==> src/rtl/seg7_pkg.sv <==
// Shared constants for the seven-segment capture block: active-low segment
// patterns (gfedcba), capture FSM states and digit index constants.
package seg7_pkg;

  localparam logic [6:0] SEG_0     = 7'h40;
  localparam logic [6:0] SEG_1     = 7'h79;
  localparam logic [6:0] SEG_2     = 7'h24;
  localparam logic [6:0] SEG_3     = 7'h30;
  localparam logic [6:0] SEG_4     = 7'h19;
  localparam logic [6:0] SEG_5     = 7'h12;
  localparam logic [6:0] SEG_6     = 7'h02;
  localparam logic [6:0] SEG_7     = 7'h78;
  localparam logic [6:0] SEG_8     = 7'h00;
  localparam logic [6:0] SEG_9     = 7'h10;
  localparam logic [6:0] SEG_BLANK = 7'h7F;

  localparam logic [3:0] VAL_BLANK = 4'hF;

  localparam logic [1:0] DIG_ONES      = 2'd0;
  localparam logic [1:0] DIG_TENS      = 2'd1;
  localparam logic [1:0] DIG_HUNDREDS  = 2'd2;
  localparam logic [1:0] DIG_THOUSANDS = 2'd3;

  typedef enum logic [1:0] {
    ST_IDLE   = 2'd0,
    ST_SETTLE = 2'd1,
    ST_LOCKED = 2'd2
  } state_e;

  // Exactly one active-low anode enable asserted.
  function automatic logic is_single(input logic [3:0] an);
    case (an)
      4'b1110, 4'b1101, 4'b1011, 4'b0111: is_single = 1'b1;
      default:                            is_single = 1'b0;
    endcase
  endfunction

  function automatic logic [1:0] single_idx(input logic [3:0] an);
    case (an)
      4'b1101: single_idx = DIG_TENS;
      4'b1011: single_idx = DIG_HUNDREDS;
      4'b0111: single_idx = DIG_THOUSANDS;
      default: single_idx = DIG_ONES;
    endcase
  endfunction

endpackage

==> src/rtl/seg7_decode.sv <==
// Combinational seven-segment pattern to BCD decoder; blank decodes to 4'hF,
// anything outside the eleven known patterns raises invalid.
module seg7_decode
  import seg7_pkg::*;
(
  input  logic [6:0] seg,
  output logic [3:0] value,
  output logic       invalid
);

  // Pattern lookup
  always_comb begin
    value   = 4'h0;
    invalid = 1'b0;
    case (seg)
      SEG_0:     value = 4'd0;
      SEG_1:     value = 4'd1;
      SEG_2:     value = 4'd2;
      SEG_3:     value = 4'd3;
      SEG_4:     value = 4'd4;
      SEG_5:     value = 4'd5;
      SEG_6:     value = 4'd6;
      SEG_7:     value = 4'd7;
      SEG_8:     value = 4'd8;
      SEG_9:     value = 4'd9;
      SEG_BLANK: value = VAL_BLANK;
      default:   invalid = 1'b1;
    endcase
  end

endmodule

==> src/rtl/seg7_capture.sv <==
// Captures the digits shown on a multiplexed active-low 4-digit display.
// Optional feature macro SEG7_CAPTURE_DP_EN adds the per-digit dp output.
module seg7_capture
  import seg7_pkg::*;
#(
  parameter int unsigned STABLE_CNT    = 4,
  parameter int unsigned DIGIT_TIMEOUT = 1_000_000
) (
  input  logic       clk,
  input  logic       reset,
  input  logic [3:0] anode,
  input  logic [7:0] out,
  output logic [3:0] ones,
  output logic [3:0] tens,
  output logic [3:0] hundreds,
  output logic [3:0] thousands,
  output logic [3:0] digit_valid,
  output logic       frame_valid,
  output logic       seg_err
`ifdef SEG7_CAPTURE_DP_EN
  ,
  output logic [3:0] dp
`endif
);

  localparam logic [7:0]  STABLE_C  = 8'(STABLE_CNT);
  localparam logic [23:0] TIMEOUT_C = 24'(DIGIT_TIMEOUT);

  logic [3:0]  an_s1_q, an_s1_d, an_q, an_d;
  logic [7:0]  out_s1_q, out_s1_d, out_q, out_d;
  state_e      state_q, state_d;
  logic [7:0]  cnt_q, cnt_d;
  logic [10:0] ref_q, ref_d;
  logic [10:0] sample_s;
  logic        single_s, commit_s;
  logic [1:0]  commit_idx_s;
  logic [3:0]  dec_value_s;
  logic        dec_invalid_s;
  logic [3:0]  digit_q [4];
  logic [3:0]  digit_d [4];
  logic [23:0] to_q [4];
  logic [23:0] to_d [4];
  logic [3:0]  valid_q, valid_d, mask_q, mask_d;
  logic        frame_q, frame_d, err_q, err_d;
`ifdef SEG7_CAPTURE_DP_EN
  logic [3:0]  dp_q, dp_d;
`else
  logic        dp_unused_s;
  assign dp_unused_s = out_q[7];
`endif

  assign sample_s     = {an_q, out_q[6:0]};
  assign single_s     = is_single(an_q);
  assign commit_idx_s = single_idx(an_q);

  seg7_decode u_decode (
    .seg     (out_q[6:0]),
    .value   (dec_value_s),
    .invalid (dec_invalid_s)
  );

  // Two-stage input synchronizer
  always_comb begin
    an_s1_d  = anode;
    an_d     = an_s1_q;
    out_s1_d = out;
    out_d    = out_s1_q;
  end

  // Capture FSM: track stability of the current sample and flag the commit edge
  always_comb begin
    state_d  = state_q;
    cnt_d    = cnt_q;
    ref_d    = ref_q;
    commit_s = 1'b0;
    case (state_q)
      ST_IDLE: begin
        if (single_s) begin
          state_d = ST_SETTLE;
          cnt_d   = 8'd1;
          ref_d   = sample_s;
        end else begin
          cnt_d = 8'd0;
        end
      end
      ST_SETTLE, ST_LOCKED: begin
        if (!single_s) begin
          state_d = ST_IDLE;
          cnt_d   = 8'd0;
        end else if (sample_s != ref_q) begin
          state_d = ST_SETTLE;
          cnt_d   = 8'd1;
          ref_d   = sample_s;
        end else if (state_q == ST_SETTLE) begin
          cnt_d = cnt_q + 8'd1;
        end else begin
          cnt_d = cnt_q;
        end
      end
      default: begin
        state_d = ST_IDLE;
        cnt_d   = 8'd0;
      end
    endcase
    // A hold that has just reached the threshold commits on this very edge.
    if (state_d == ST_SETTLE && cnt_d >= STABLE_C) begin
      state_d  = ST_LOCKED;
      commit_s = 1'b1;
    end else begin
      commit_s = 1'b0;
    end
  end

  // Digit registers, freshness timeouts and frame mask
  always_comb begin
    digit_d = digit_q;
    to_d    = to_q;
    valid_d = valid_q;
    mask_d  = (mask_q == 4'hF) ? 4'h0 : mask_q;
    frame_d = (mask_q == 4'hF);
    err_d   = commit_s && dec_invalid_s;
`ifdef SEG7_CAPTURE_DP_EN
    dp_d    = dp_q;
`endif
    for (int i = 0; i < 4; i++) begin
      if (commit_s && !dec_invalid_s && commit_idx_s == 2'(i)) begin
        digit_d[i] = dec_value_s;
        valid_d[i] = 1'b1;
        to_d[i]    = 24'd0;
        mask_d[i]  = 1'b1;
`ifdef SEG7_CAPTURE_DP_EN
        dp_d[i]    = ~out_q[7];
`endif
      end else begin
        to_d[i]    = (to_q[i] == TIMEOUT_C) ? to_q[i] : to_q[i] + 24'd1;
        valid_d[i] = (to_d[i] == TIMEOUT_C) ? 1'b0 : valid_q[i];
      end
    end
  end

  // State registers
  always_ff @(posedge clk or negedge reset) begin
    if (!reset) begin
      an_s1_q  <= 4'hF;
      an_q     <= 4'hF;
      out_s1_q <= 8'hFF;
      out_q    <= 8'hFF;
      state_q  <= ST_IDLE;
      cnt_q    <= 8'd0;
      ref_q    <= 11'd0;
      valid_q  <= 4'h0;
      mask_q   <= 4'h0;
      frame_q  <= 1'b0;
      err_q    <= 1'b0;
      for (int i = 0; i < 4; i++) begin
        digit_q[i] <= 4'h0;
        to_q[i]    <= 24'd0;
      end
`ifdef SEG7_CAPTURE_DP_EN
      dp_q     <= 4'h0;
`endif
    end else begin
      an_s1_q  <= an_s1_d;
      an_q     <= an_d;
      out_s1_q <= out_s1_d;
      out_q    <= out_d;
      state_q  <= state_d;
      cnt_q    <= cnt_d;
      ref_q    <= ref_d;
      valid_q  <= valid_d;
      mask_q   <= mask_d;
      frame_q  <= frame_d;
      err_q    <= err_d;
      for (int i = 0; i < 4; i++) begin
        digit_q[i] <= digit_d[i];
        to_q[i]    <= to_d[i];
      end
`ifdef SEG7_CAPTURE_DP_EN
      dp_q     <= dp_d;
`endif
    end
  end

  assign ones        = digit_q[DIG_ONES];
  assign tens        = digit_q[DIG_TENS];
  assign hundreds    = digit_q[DIG_HUNDREDS];
  assign thousands   = digit_q[DIG_THOUSANDS];
  assign digit_valid = valid_q;
  assign frame_valid = frame_q;
  assign seg_err     = err_q;
`ifdef SEG7_CAPTURE_DP_EN
  assign dp          = dp_q;
`endif

endmodule

==> config.mk <==
export PLATFORM = sky130hd
export DESIGN_NAME = seg7_capture
export DESIGN_NICKNAME = d
export VERILOG_FILES = /design/src/rtl/seg7_pkg.sv /design/src/rtl/seg7_decode.sv /design/src/rtl/seg7_capture.sv
export SDC_FILE = /design/constraint.sdc
export NUM_CORES = 1
export LEC_CHECK = 0
export ABC_AREA = 1
export CAP_MARGIN = 20
export CORE_ASPECT_RATIO = 1.25
export CORE_MARGIN = 1
export CORE_UTILIZATION = 62
export CTS_CLUSTER_SIZE = 10
export DETAILED_ROUTE_END_ITERATION = 7
export PLACE_DENSITY = 0.78
export SYNTH_ARGS = -nofsm -noshare
export SYNTH_HDL_FRONTEND = slang
export SYNTH_HIERARCHICAL = 1
export SYNTH_SLANG_ARGS = --single-unit
export TNS_END_PERCENT = 100
==> constraint.sdc <==
create_clock -name clk -period 2.6 [get_ports clk]
set_input_delay 0.65 -clock clk [delete_from_list [all_inputs] [get_ports clk]]
set_output_delay 0.65 -clock clk [all_outputs]
set_load 0.02 [all_outputs]
==> summary.md <==
| Metric | Value |
|---|---|
| Most numerous cell in the Yosys netlist | nand2_1 |
| DRC Markers | 1 |
| Non-Filler Instances | 1501 |
| Largest cells by area after synthesis | dfrtp_1 38%, nand2_1 13%, nor2_1 8.7%, inv_1 6.2%, dfstp_2 6.1% |
| Comb power frac | 0.091 |
| Critical path fanouts, max | 23 |
| Nets | 1332 |
| Outcome | complete, but fails checks |
| CTS buffer count | 17 |
| Critical path buffer and inverter count | 1 |
| Required @ worst endpoint | 2.90 ns |
| Metal-1 WL | 8.77 mm |
| NetSw | 0.00146 W |
| Slowest stage delay, CP | 0.61 ns |
| Clock share of power | 0.437 |
| Clock Latency Late Sink | 0.43 ns |
| Port Buffers | 34 |
| Syn_area_per_cell | 7.57 um2 |
| DR iter-0 viols | 503 |
| Initial Util | 0.632 |
| Top sig layer | met4 |
| Critical path's top delay family | simple AND/OR/NAND/NOR gates |
| Vias per cell | 5.36 |
| Global-route wire length before repair | 34.7 mm |
| Crit end category | flip-flop |
| Core Box Area | 0.0150 mm2 |
| Htree depth | 4 |
| Placed cells | 1465 |
| Leak | 5.00 nW |
| Synth cell count leaders | 320 x nand2_1, 218 x nor2_1, 157 x inv_1, 143 x dfrtp_1, 84 x nand3_1 |
| Crit share post-route | 0.919 |
| I/O pin cnt | 36 |
| Worst hold slack | 0.163 ns |
| Clock Path Buffers | 2 |
| WL/cell | 13.6 um |
| Largest net degree at the start of global routing | 55 |
| Post-synth EDFFs | 0 |
| Top FF cell, synth | dfrtp_1 |
| Detailed-route via count | 8052 |
| Crit path top cell by count | nand2_1 |
| Synth top area share | 0.379 |
| DRT Pass-1 Iters | 8 |
| Cells after synthesis | 1248 |
| Failing checks | DRC |
| Pwr dens | 556 mW/mm2 |
| Seq cells post-synth | 165 |
| Clock Pin Slew Worst Setup and Hold Paths | 0.07 ns |
| Vias in the first global route | 7885 |
| Final hold violations | 0 |
| Post-layout util | 0.713 |
| CP max-delay cell | dfstp_2 |
| Hold crit path type | in2async |
| Num Clock Sinks | 165 |
| Chip width | 112 um |
| Die Y | 140 um |
| Max_cap viols | 0 |
| GPL Wtd Cong | 0.960 |
| TritonCTS clock tree | yes |
| Synth area leader | dfrtp_1 |
| N_diodes | 0 |
| Pint | 0.00447 W |
| Switching share of power | 0.246 |
| Worst slew pin tran | 0.619 ns |
| Dpl ws | 0.145 ns |
| Row Count | 50 |
| Hpwl dp | 14.9 mm |
| Async SR Flop Fraction | 1.00 |
| Hold buffer count at cts | 0 |
| Post-Syn Nets | 1274 |
| Worst path arrival time | 2.69 ns |
| Drt total wl | 20.5 mm |
| Initial antenna violation count | 0 |
| CP Class | reg2reg |
| Met3 Routed Length | 614 um |
| Minimum clock period | 2.39 ns |
| Worst Setup Slack, final | 0.211 ns |
| VDD IR max | 0.000632 V |
| Met2 Routed Length | 10.6 mm |
| Synth warn | 6 |
| Synthesis-to-layout area growth | 12.7% |
| Post-Route Skew | 0.00680 ns |
| Sequential power share | 0.472 |
| GRT Total Usage | 0.278 |
| Max Slew Vio Count | 0 |
| Layout cells sized above 1 | 0.107 |
| # setup viols final | 0 |
| GRT overflow | 0 |
| Rel. slew slack | 0.584 |
| Netlist cell types | 44 |
| Sequential share of the synthesized area | 0.440 |
| Post-route ant nets | 0 |
| Highest clock rate | 419 MHz |
| Die area | 0.0157 mm2 |
| CP cell instances | nand2_1 > nand2_1 > nand2_1 > nor2_1 > nand2_1 > nor2_2 > nand3_1 > nand4_4 > nand4_4 > inv_4 > nor2_1 |
| CP startpoint kind | flip-flop |
| CTS root buffer | clkbuf_16 |
| Synthesized area | 0.00945 mm2 |
[repair_timing]
item	in CTS	in global routing
buffers inserted	0	4
endpoints found under the hold margin	0	0
setup endpoints to repair	0	61
gates resized for setup	0	6
[flip-flops by register name, summed over array words and instances (netlist names)]
register     cells
an_q             4
out_q            7
seg_err          1
to_q            96
frame_valid      1
out_d            7
digit_valid      4
tens             4
an_d             4
mask_q           4
ones             4
thousands        4
ref_q           11
hundreds         4
state_q          2
cnt_q            8
[placed cells by master, fill, tap and decap left out, types with 3 or more instances in the layout]
cell / n
buf_4: 17
nand4_1: 62
clkbuf_16: 17
nand2_1: 320
clkinvlp_4: 7
o21bai_1: 3
inv_1: 157
ha_1: 11
nor2_1: 218
clkdlybuf4s50_1: 33
dfrtp_1: 143
nand4_4: 5
nand3_1: 84
o21ai_0: 25
bufinv_16: 3
dfstp_2: 22
inv_2: 4
a21oi_1: 6
mux2_2: 3
nor2_4: 4
nor2_2: 36
nor3_1: 28
nand2_2: 4
o21ai_1: 3
xnor2_1: 15
nand3b_1: 5
xor2_1: 53
[final timing paths]
| check | depth (start not counted) | slack (ns) | startpoint | endpoint |
|---|---|---|---|---|
| max | 11 | 0.21 | out_q[4]$_DFF_PN1_ | to_q[87]$_DFF_PN0_ |
| min | 1 | 0.16 | reset | to_q[75]$_DFF_PN0_ |
| max reg2reg | 11 | 0.21 | out_q[4]$_DFF_PN1_ | to_q[87]$_DFF_PN0_ |
| min reg2reg | 0 | 0.35 | out_d[5]$_DFF_PN1_ | out_q[5]$_DFF_PN1_ |
| max in group asynchronous | 2 | 1.68 | reset | out_d[1]$_DFF_PN1_ |
| min in group clk | 0 | 0.35 | out_d[5]$_DFF_PN1_ | out_q[5]$_DFF_PN1_ |
[worst register-to-register path: cells and delay by family, from the launching register on]
kind                   cells  cell delay (ns)
buffers and inverters      1             0.28
DFF                        1             0.61
and+or+nand+nor           10             1.37
[power by group through the flow]
stage | combinational (W) | clock (W) | sequential, W
floorplan | 0.000393 | 0 | 0.00282
global placement | 0.000517 | 0 | 0.00283
detailed placement | 0.000540 | 0 | 0.00284
CTS | 0.000544 | 0.00264 | 0.00279
global route | 0.000618 | 0.00273 | 0.00281
finish | 0.000539 | 0.00259 | 0.00280
[layout make-up]
class | count | area (um2)
clock buffer | 21 | 460
clock inverter | 11 | 151
inverter | 165 | 634
sequential | 165 | 4160
timing repair buffer | 52 | 489
fill | 1229 | 4300
tap | 182 | 228
multi-input combinational | 905 | 4540
[cells by family (layout without fill, tap and decap cells)]
group           Yosys count  in the layout  synth area share
flops                   165            165             0.440
fa+ha+maj                12             12            0.0159
compound gates           46             46            0.0279
xor+xnor                 68             68            0.0630
mux                       4              4           0.00463
buf+inv                 178            249            0.0813
simple gates            775            775             0.368
[routing by layer]
metal | GRT usage | vias up
li1 | - | 4058
met1 | 0.327 | 3780
met2 | 0.500 | 170
met3 | 0.0480 | 44
met4 | 0.117 | 0
met5 | 0 | -
[metrics by stage]
| step | total power (W) | setup TNS [ns] | cell area, um2 |
|---|---|---|---|
| 3_3_place_gp | 0.00335 | 0 | 10000 |
| 4_1_cts | 0.00598 | 0 | 10600 |
| 3_5_place_dp | 0.00338 | 0 | 10000 |
| 2_1_floorplan | 0.00321 | 0 | 9450 |
| 6_report | 0.00592 | 0 | 10700 |
| 5_1_grt | 0.00616 | -0.00284 | 10700 |
Power figures use the tool's default switching activity.
